--- config.mk ---
export PLATFORM = sky130hd
export DESIGN_NAME = fetch_pc_unit_flat
export DESIGN_NICKNAME = d
export VERILOG_FILES = /design/src/rtl/cpu_pkg.sv /design/src/rtl/fetch_pc_unit_if.sv /design/src/rtl/fetch_pc_unit_branch_cond.sv /design/src/rtl/fetch_pc_unit.sv /design/src/flat_wrapper.sv
export SDC_FILE = /design/constraint.sdc
export NUM_CORES = 1
export LEC_CHECK = 0
export ABC_AREA = 1
export CAP_MARGIN = 20
export CORE_AREA = 2 2 106 88
export CTS_BUF_LIST = sky130_fd_sc_hd__clkbuf_4
export DETAILED_ROUTE_END_ITERATION = 10
export DIE_AREA = 0 0 108 90
export PLACE_DENSITY = 0.83
export SYNTH_ARGS = -nofsm -noshare
export SYNTH_HDL_FRONTEND = slang
export SYNTH_SLANG_ARGS = --single-unit
--- constraint.sdc ---
create_clock -name clk -period 2.4 [get_ports clk]
set_input_delay 0.6 -clock clk [delete_from_list [all_inputs] [get_ports clk]]
set_output_delay 0.6 -clock clk [all_outputs]
set_load 0.1 [all_outputs]
--- src/rtl/cpu_pkg.sv ---
// Shared CPU definitions: jump-condition encodings, fetch FSM states,
// the default NOP word and status-flag bit positions.
package cpu_pkg;

    typedef enum logic [2:0] {
        JNE = 3'b000,
        JEQ = 3'b001,
        JNC = 3'b010,
        JC  = 3'b011,
        JN  = 3'b100,
        JGE = 3'b101,
        JL  = 3'b110,
        JMP = 3'b111
    } jp_cond_t;

    typedef enum logic [1:0] {
        IDLE = 2'd0,
        REQ  = 2'd1,
        DONE = 2'd2
    } fetch_state_t;

    localparam logic [15:0] NOP_INSN_DEFAULT = 16'h4303;

    localparam int FLAG_N = 3;
    localparam int FLAG_Z = 2;
    localparam int FLAG_C = 1;
    localparam int FLAG_V = 0;

endpackage

--- src/rtl/fetch_pc_unit_if.sv ---
// Instruction-memory read port between the fetch stage and memory.
// Handshake: the master raises mem_req with mem_addr and holds both stable
// until it samples mem_ack=1 on a rising edge; mem_rdata is valid in that
// same cycle, after which mem_req drops. mem_ack outside a request is ignored.
interface fetch_pc_unit_if;
    logic        mem_req;
    logic [15:0] mem_addr;
    logic        mem_ack;
    logic [15:0] mem_rdata;

    modport master (output mem_req, output mem_addr, input mem_ack, input mem_rdata);
    modport slave  (input mem_req, input mem_addr, output mem_ack, output mem_rdata);
endinterface

--- src/rtl/fetch_pc_unit_branch_cond.sv ---
// Combinational jump-condition evaluator: decides whether a jump is taken
// from the condition select and the {N,Z,C,V} status flags.
module branch_cond
    import cpu_pkg::*;
(
    input  logic [2:0] jp_cond,
    input  logic [3:0] flags,
    output logic       taken
);

    always_comb begin
        taken = 1'b0;
        case (jp_cond_t'(jp_cond))
            JNE:     taken = ~flags[FLAG_Z];
            JEQ:     taken =  flags[FLAG_Z];
            JNC:     taken = ~flags[FLAG_C];
            JC:      taken =  flags[FLAG_C];
            JN:      taken =  flags[FLAG_N];
            JGE:     taken = ~(flags[FLAG_N] ^ flags[FLAG_V]);
            JL:      taken =  (flags[FLAG_N] ^ flags[FLAG_V]);
            JMP:     taken = 1'b1;
            default: taken = 1'b0;
        endcase
    end

endmodule

--- src/rtl/fetch_pc_unit.sv ---
// Program counter and single-word instruction fetch stage. The PC update path
// runs independently of the fetch FSM; the fetch address is latched at start.
module fetch_pc_unit
    import cpu_pkg::*;
#(
    parameter logic [15:0] RESET_PC = 16'h0000,
    parameter int          TIMEOUT  = 8,
    parameter logic [15:0] NOP_INSN = NOP_INSN_DEFAULT
) (
    input  logic                   clk,
    input  logic                   rst,
    input  logic                   fetch_req,
    input  logic                   en_pc_2,
    input  logic                   branch_en,
    input  logic                   pc_inc,
    input  logic [9:0]             pc_offset,
    input  logic [2:0]             jp_cond,
    input  logic [3:0]             flags,
    fetch_pc_unit_if.master        mem,
    output logic [15:0]            instruction,
    output logic                   inst_valid,
    output logic                   fetch_err,
    output logic [15:0]            pc,
    output logic                   branch_taken,
    output fetch_state_t           fetch_state
);

    localparam logic [7:0] TIMEOUT_LAST = 8'(TIMEOUT - 1);

    fetch_state_t state, state_next;
    logic [7:0]   wait_cnt;
    logic         start_fetch;
    logic         ack_hit;
    logic         time_out;
    logic         mem_req_q;
    logic [15:0]  mem_addr_q;

    always_ff @(posedge clk or posedge rst) begin
        if (rst) state <= IDLE;
        else     state <= state_next;
    end

    always_comb begin
        state_next  = state;
        start_fetch = 1'b0;
        ack_hit     = 1'b0;
        time_out    = 1'b0;
        case (state)
            IDLE: begin
                if (fetch_req) begin
                    start_fetch = 1'b1;
                    state_next  = REQ;
                end
            end
            REQ: begin
                if (mem.mem_ack) begin
                    ack_hit    = 1'b1;
                    state_next = DONE;
                end else if (wait_cnt == TIMEOUT_LAST) begin
                    time_out   = 1'b1;
                    state_next = DONE;
                end
            end
            DONE:    state_next = IDLE;
            default: state_next = IDLE;
        endcase
    end

    always_ff @(posedge clk or posedge rst) begin
        if (rst) begin
            mem_req_q   <= 1'b0;
            mem_addr_q  <= 16'h0000;
            wait_cnt    <= 8'd0;
            instruction <= 16'h0000;
            inst_valid  <= 1'b0;
            fetch_err   <= 1'b0;
        end else begin
            inst_valid <= ack_hit;
            fetch_err  <= time_out;
            if (start_fetch) begin
                mem_req_q  <= 1'b1;
                mem_addr_q <= pc;
                wait_cnt   <= 8'd0;
            end else if (ack_hit || time_out) begin
                mem_req_q <= 1'b0;
            end else if (state == REQ) begin
                wait_cnt <= wait_cnt + 8'd1;
            end
            if (ack_hit)       instruction <= mem.mem_rdata;
            else if (time_out) instruction <= NOP_INSN;
        end
    end

    assign mem.mem_req  = mem_req_q;
    assign mem.mem_addr = mem_addr_q;
    assign fetch_state  = state;

    logic        cond_taken;
    logic        inc_pending;
    logic        inc_go;
    logic        jump_go;
    logic [15:0] pc_seq;
    logic [15:0] offset_ext;
    logic [15:0] pc_next;

    branch_cond u_branch_cond (
        .jp_cond (jp_cond),
        .flags   (flags),
        .taken   (cond_taken)
    );

    // Word offset is sign-extended and scaled to bytes in one concatenation.
    assign offset_ext = {{5{pc_offset[9]}}, pc_offset, 1'b0};
    assign inc_go     = pc_inc & (inc_pending | en_pc_2);
    assign jump_go    = branch_en & cond_taken;
    assign pc_seq     = pc + 16'd2;
    assign pc_next    = jump_go ? (pc_seq + offset_ext) : pc_seq;

    always_ff @(posedge clk or posedge rst) begin
        if (rst) begin
            pc           <= RESET_PC & 16'hFFFE;
            inc_pending  <= 1'b0;
            branch_taken <= 1'b0;
        end else begin
            branch_taken <= inc_go & jump_go;
            if (inc_go) begin
                pc          <= pc_next & 16'hFFFE;
                inc_pending <= 1'b0;
            end else if (en_pc_2) begin
                inc_pending <= 1'b1;
            end
        end
    end

endmodule

--- src/flat_wrapper.sv ---
// flat-port wrapper written by rule: the top's interface ports become plain ports
module fetch_pc_unit_flat import cpu_pkg::*;
#(
    parameter logic [15:0] RESET_PC = 16'h0000,
    parameter int          TIMEOUT  = 8,
    parameter logic [15:0] NOP_INSN = NOP_INSN_DEFAULT
)
  (clk, rst, fetch_req, en_pc_2, branch_en, pc_inc, pc_offset, jp_cond, flags, instruction, inst_valid, fetch_err, pc, branch_taken, fetch_state, mem_mem_req, mem_mem_addr, mem_mem_ack, mem_mem_rdata);
  fetch_pc_unit_if mem_i ();
  input  logic clk;
  input  logic rst;
  input  logic fetch_req;
  input  logic en_pc_2;
  input  logic branch_en;
  input  logic pc_inc;
  input  logic [9:0] pc_offset;
  input  logic [2:0] jp_cond;
  input  logic [3:0] flags;
  output logic [15:0] instruction;
  output logic inst_valid;
  output logic fetch_err;
  output logic [15:0] pc;
  output logic branch_taken;
  output fetch_state_t fetch_state;
  output wire logic [$bits(mem_i.mem_req)-1:0] mem_mem_req;
  output wire logic [$bits(mem_i.mem_addr)-1:0] mem_mem_addr;
  input wire logic [$bits(mem_i.mem_ack)-1:0] mem_mem_ack;
  input wire logic [$bits(mem_i.mem_rdata)-1:0] mem_mem_rdata;
  assign mem_mem_req = mem_i.mem_req;
  assign mem_mem_addr = mem_i.mem_addr;
  assign mem_i.mem_ack = mem_mem_ack;
  assign mem_i.mem_rdata = mem_mem_rdata;
  fetch_pc_unit #(.RESET_PC(RESET_PC), .TIMEOUT(TIMEOUT), .NOP_INSN(NOP_INSN)) u_core (.clk(clk), .rst(rst), .fetch_req(fetch_req), .en_pc_2(en_pc_2), .branch_en(branch_en), .pc_inc(pc_inc), .pc_offset(pc_offset), .jp_cond(jp_cond), .flags(flags), .mem(mem_i), .instruction(instruction), .inst_valid(inst_valid), .fetch_err(fetch_err), .pc(pc), .branch_taken(branch_taken), .fetch_state(fetch_state));
endmodule
==> run_results.csv, run 1 <==
group,metric,value,unit
job,cap_violations,0,
routing,ant_nets,0,
cts,clock-sinks,61,
placed_design,port_buffers,91,
grt,grt_pass1_vias,3510,
floorplan,dieArea,0.00972,mm^2
grt,grt.total_usage,20.2,%
critical_path,critPathMaxFanout,4,
synth,synth_top_area_share,40.2,%
timing,fmax,415,MHz
floorplan,rows,31,
critical_path,slowest_delay,440,ps
grt,grt_most_used_layer,"met2",
floorplan,core,0.00873,mm^2
finish,nNetsFinal,671,
synth,syn_inst,474,
timing,finalCritPeriodShare,100,%
grt,met2_usage,33.5,%
routing,num_vias,3637,
timing,rsz0062_at_grt,"yes",
timing,finalSetupViolations,1,
synth,yosys-top-cells-area,"dfrtp_1 (40%), nand2_1 (11%), ha_1 (6.6%), inv_1 (5.6%), nor2_1 (3.9%)",
finish,diodes,0,
critical_path,arrival,2730,ps
grt,grt_max_degree,38,
critical_path,rr_endpoint,"u_core.pc[12]",
placed_design,place_area,0.00511,mm^2
cts,clk_latency,420,ps
routing,routed_wl,9860,um
timing,slew_viol_final,0,
critical_path,worstPathRequired,2720,ps
critical_path,r2r_cells,11,
min_path,hold_path.class,"register to register",
routing,drt-wirelength-per-cell,13.5,um
grt,grt_pass1_wl,15800,um
critical_path,reg2reg_from,"u_core.pc[2]",
min_path,min_to,"u_core.mem.mem_req",
synth,ys_ff_latch,61,
routing,first_pass_iters,4,
status,violations,"negative setup slack",
synth,yosysUniqueCellTypes,44,
floorplan,start_util,43.5,%
timing,report.final.hold_viol_count,0,
finish,area_growth,43.1,%
critical_path,crit_path_end_kind,"register",
synth,syn_area_per_cell,8.02,um^2
timing,fin_skew,27.3,ps
cts,cts.clk_slew.worst_paths,90,ps
synth,seq_area_frac_synth,40.2,%
synth,yosys_most_used_dff,"dfrtp_1",
floorplan,ios,94,
finish,final_area,0.00544,mm^2
floorplan,die_y,90,um
cts,cts_tree,"yes",
cts,max-clock-path-buffers,2,
routing,drc,0,
floorplan,die-width,108,um
grt,antenna_found_initial,0,
finish,fin_util,62.3,%
grt,met3_usage,3.77,%
cts,cts_made_buffers,9,
finish,n_fill_cell,706,
critical_path,regToRegSetupSlack,-10,ps
synth,syn_area,0.00380,mm^2
status,status,"complete, but fails checks",
cts,clk_root_buffer_cell,"clkbuf_4",
placed_design,dp.final_hpwl,7600,um
timing,hold_slack,482,ps
grt,use_met1,26.2,%
critical_path,crit_path_cell_trace,"ha_1 -> nand3_2 -> nor2_4 -> xor2_4 -> ha_1 -> a21o_1 -> a31oi_1 -> nand3_1 -> nand2_1 -> nand3_1 -> a21oi_1",
min_path,holdCritStartpoint,"u_core.mem.mem_req",
synth,synthArstFlopShare,100,%
critical_path,cpMaxStageDelayCell,"dfrtp_2",
finish,layout_commonest_cell,"nand2_1",
timing,min_period,2410,ps
routing,viasPerCell,4.98,
finish,drive_gt1_share,33.5,%
synth,synth_edf_count,0,
cts,cts.htree.levels,3,
timing,fin_ws,-10.8,ps
min_path,holdPathStages,2,
grt,grt_remaining_overflow,0,
synth,synth_area_leader_cell,"dfrtp_1",
finish,mostFrequentLayoutCells,"nand2_1 (104), buf_4 (91), inv_1 (51)",
placed_design,gp_congestion,0.874,
synth,synthesis.yosys.warnings,0,
critical_path,critPathKind,"register to register",
critical_path,worstSetupStartpointType,"register",
routing,drt_iter0_markers,211,
## critical path, delay by kind of cell, from the launching register on
family / cells / cell delay (ps)
AO/OA/AOI/OAI: 3 / 560
XOR/XNOR: 1 / 220
adder cells (fa/ha/maj): 2 / 490
flip-flops: 1 / 440
AND/OR/NAND/NOR: 5 / 610
## logic make-up (layout without fill, tap and decap cells)
family,count (synthesis),after routing,synth area share [%]
AO/OA/AOI/OAI,81,81,13.4
XOR/XNOR,15,15,3.85
adder cells (fa/ha/maj),21,21,7.11
buffers and inverters,73,213,7.77
flip-flops,61,61,40.2
multiplexers,3,3,0.889
other,1,2,0.0987
AND/OR/NAND/NOR,219,219,26.7
## state kept, by name, summed over array words and instances (netlist names)
signal               count
u_core.inst_valid        1
u_core.inc_pending       1
u_core.mem.mem_addr     15
u_core.branch_taken      1
u_core.fetch_err         1
u_core.mem.mem_req       1
u_core.fetch_state       2
u_core.pc               15
u_core.wait_cnt          8
u_core.instruction      16
## cell usage after synthesis (3+ instances only)
library cell / n
nand2_1: 116
dfrtp_1: 61
inv_1: 57
nor2_1: 39
nand3_1: 28
o21ai_0: 27
a21oi_1: 21
ha_1: 20
a22o_1: 11
xor2_1: 9
clkbuf_1: 5
inv_2: 5
nand4_1: 5
nor3_1: 5
o21ai_1: 5
nand2_2: 4
nand3b_1: 4
xnor2_1: 4
buf_4: 3
mux2_2: 3
nand3_2: 3
nor2_2: 3
nor2_4: 3
o211ai_1: 3
o22a_1: 3
o22ai_1: 3
## layer usage
metal | vias to the layer above | wire (um)
li1 | 1819 | -
met1 | 1697 | 4480
met2 | 111 | 4660
met3 | 10 | 611
met4 | 0 | 106
met5 | - | 0
## repair_timing
action | in CTS | in global routing
setup buffers | 1 | 6
hold buffers | 0 | 0
setup endpoints to repair | 5 | 9
resized for setup | 10 | 28
pin swaps | 6 | 23
## through the flow
stage / setup slack (ps) / TNS, ps / std cells
final: -10.8 / -10.8 / 730
after global routing: -232 / -929 / 730
after CTS: 11.5 / 0 / 725
after detailed placement: -145 / -598 / 708
after global placement: -109 / -401 / 708
after floorplan: -237 / -876 / 475
## cell type report
type | count | area (um^2) | share of cell area (%)
Clock inverter | 4 | 17.5 | 0.322
Sequential cell | 61 | 1540 | 28.4
Inverter | 62 | 233 | 4.28
Timing Repair Buffer | 135 | 1160 | 21.3
Multi-Input combinational cell | 341 | 2260 | 41.5
Clock buffer | 12 | 90.1 | 1.66
Tap cell | 115 | 144 | 2.65
## worst max path at each step
stage | from | end | slack (ps) | depth (start not counted)
finish | u_core.pc[2] | u_core.pc[12] | -10 | 11
CTS | u_core.pc[1] | u_core.pc[15] | 10 | 18
detailed placement | pc_offset[0] | u_core.pc[15] | -140 | 14
global route | u_core.pc[2] | u_core.pc[12] | -230 | 11
floorplan | u_core.pc[2] | u_core.pc[15] | -240 | 17
global placement | pc_offset[0] | u_core.pc[15] | -110 | 14
Power of run 1 is left out: the tool's default activity adds up to more than one toggle a clock period on the data nets, which glitch-free logic cannot reach.
==> run 2: changes to the inputs <==
--- a/config.mk
+++ b/config.mk
@@ -11,6 +11,7 @@
 export CTS_BUF_LIST = sky130_fd_sc_hd__clkbuf_4
 export DETAILED_ROUTE_END_ITERATION = 10
 export DIE_AREA = 0 0 108 90
+export HOLD_SLACK_MARGIN = 0.02
 export PLACE_DENSITY = 0.83
 export SYNTH_ARGS = -nofsm -noshare
 export SYNTH_HDL_FRONTEND = slang
==> results of run 2 <==
The final DEF is identical to that of run 1; final timing and power are the same.
Power of run 2 is left out for the same reason.
==> run 3: changes to the inputs <==
==> constraint.sdc (replaced) <==
create_clock -name clk -period 2.4 [get_ports clk]
set_input_delay 0.6 -clock clk [delete_from_list [all_inputs] [get_ports clk]]
set_output_delay 0.6 -clock clk [all_outputs]
set_load 0.01 [all_outputs]
==> run_results.csv, run 3 (synthesis results as in run 1) <==
group,metric,value,unit
status,status,"complete, but fails checks",
status,violations,"negative setup slack",
routing,routed_wl,11800,um
critical_path,critPathMaxFanout,4,
cts,cts.clk_slew.worst_paths,100,ps
grt,grt.total_usage,22.6,%
cts,cts_hold_buf,0,
floorplan,ios,94,
finish,nNetsFinal,682,
floorplan,core,0.00873,mm^2
floorplan,rows,31,
grt,grt_pass1_wl,17400,um
cts,cts_made_buffers,9,
critical_path,crit_path_cell_trace,"buf_6 -> ha_1 -> nand3_2 -> xor2_2 -> inv_2 -> ha_4 -> nand2_2 -> buf_4 -> o21bai_4 -> nand2_1 -> nand3_1 -> nand2_1 -> nand3_1 -> a21oi_2",
pwr,p_total,0.00674,W
routing,drt-wirelength-per-cell,16.0,um
floorplan,die_y,90,um
floorplan,dieArea,0.00972,mm^2
floorplan,start_util,43.5,%
critical_path,crit_path_end_kind,"register",
pwr,ir_worst_vdd,0.505,mV
finish,mostFrequentLayoutCells,"nand2_1 (99), clkdlybuf4s50_1 (91), dfrtp_1 (56)",
finish,area_growth,53.1,%
cts,max-clock-path-buffers,2,
placed_design,dp.final_hpwl,8120,um
finish,n_fill_cell,630,
timing,min_period,2540,ps
grt,grt_remaining_overflow,0,
finish,layout_commonest_cell,"nand2_1",
routing,num_vias,3908,
grt,grt_pass1_vias,3640,
grt,grt_max_degree,32,
finish,largest_reg_flops,16,
placed_design,pre_cts_ws,-152,ps
placed_design,port_buffers,91,
finish,diodes,0,
critical_path,worst-path-buf-inv,3,
critical_path,slowest_delay,440,ps
timing,slew_headroom,65.7,%
timing,fmax,394,MHz
critical_path,crit_family,"simple AND/OR/NAND/NOR gates",
routing,drt_iter0_markers,198,
min_path,hold_path.class,"primary input to asynchronous set/reset pin",
cts,clk_latency,430,ps
job,cap_violations,0,
floorplan,die-width,108,um
finish,top_register,"u_core.instruction",
critical_path,critPathKind,"register to register",
timing,report.final.hold_viol_count,0,
timing,slew_viol_final,0,
timing,fin_skew,14.3,ps
routing,ant_nets,0,
routing,drc,0,
pwr,leakage,2.69,nW
pwr,powerDensity,1160,mW/mm^2
routing,first_pass_iters,5,
critical_path,worstSetupStartpointType,"register",
routing,viasPerCell,5.28,
critical_path,worstPathRequired,2720,ps
critical_path,cpMaxStageDelayCell,"dfrtp_2",
cts,clk_root_buffer_cell,"clkbuf_4",
timing,finalSetupViolations,6,
placed_design,gp_congestion,0.853,
critical_path,regToRegSetupSlack,-140,ps
timing,fin_ws,-135,ps
timing,rsz0062_at_grt,"yes",
cts,cts_tree,"yes",
grt,antenna_found_initial,0,
finish,drive_gt1_share,27.8,%
critical_path,arrival,2850,ps
timing,tightest_slew,514,ps
cts,cts.htree.levels,3,
timing,finalCritPeriodShare,106,%
cts,clock-sinks,61,
-- run 3: changes by cell type in the layout (fill, tap and decap cells not counted), moves of 8 or more --
cell	before	now
clkdlybuf4s50_1	39	91
buf_4	91	51
dfrtp_1	48	56
dfrtp_2	13	5
-- run 3: repair_timing --
item | 4_1_cts | 5_1_grt
endpoints found under the setup margin | 8 | 10
buffers inserted | 3 | 9
pin swaps | 14 | 19
resized for setup | 39 | 51
cloned | 0 | 0
-- run 3: layer usage --
metal,share of wire [%],wire length (um),track usage [%]
met5,0,0,0
met1,42,4940,30.8
met4,3.8,453,10.4
met3,5.4,634,3.70
met2,49,5810,35.2
-- run 3: final timing paths --
check / from / endpoint / cells past startpoint
min in group clk: u_core.mem.mem_req / u_core.mem.mem_req / 2
setup / recovery: u_core.pc[1] / u_core.pc[13] / 14
hold / removal: rst / u_core.pc[14] / 3
hold reg to reg: u_core.mem.mem_req / u_core.mem.mem_req / 2
setup reg to reg: u_core.pc[1] / u_core.pc[13] / 14
max in group asynchronous: rst / u_core.wait_cnt[3] / 3
-- run 3: stage by stage --
stage	instances	cell area, um^2	setup TNS, ps	hold WS, ps	utilization [%]
2_1_floorplan	475	3810	0	484	-
3_3_place_gp	713	5150	-289	463	59.0
3_5_place_dp	713	5150	-771	463	59.0
4_1_cts	731	5500	-29.8	489	63.0
5_1_grt	740	5820	-1140	511	66.7
6_report	740	5820	-376	484	66.7
-- run 3: layout make-up --
type | count | area, um^2 | area share (%)
well taps | 115 | 144 | 2.47
multi-input cells | 341 | 2430 | 41.8
clock buffers | 9 | 67.6 | 1.16
clock inverters | 6 | 55.1 | 0.946
flip-flops and latches | 61 | 1530 | 26.3
inverters | 62 | 233 | 4.00
repair buffers | 146 | 1360 | 23.3
-- run 3: power by group --
| group | switching, W | total (W) | leakage [nW] | internal, W |
|---|---|---|---|---|
| registers | 0.000280 | 0.00170 | 0.750 | 0.00142 |
| clock network | 0.000388 | 0.000689 | 0.0683 | 0.000301 |
| logic | 0.00226 | 0.00435 | 1.87 | 0.00209 |
| total | 0.00293 | 0.00674 | 2.69 | 0.00381 |
-- run 3: tightest hold or removal path, cell delays in order --
cell,delay [ps]
clkdlybuf4s50_1,410
inv_2,80
buf_12,190
No activity file was read; power rests on OpenSTA's default activity.
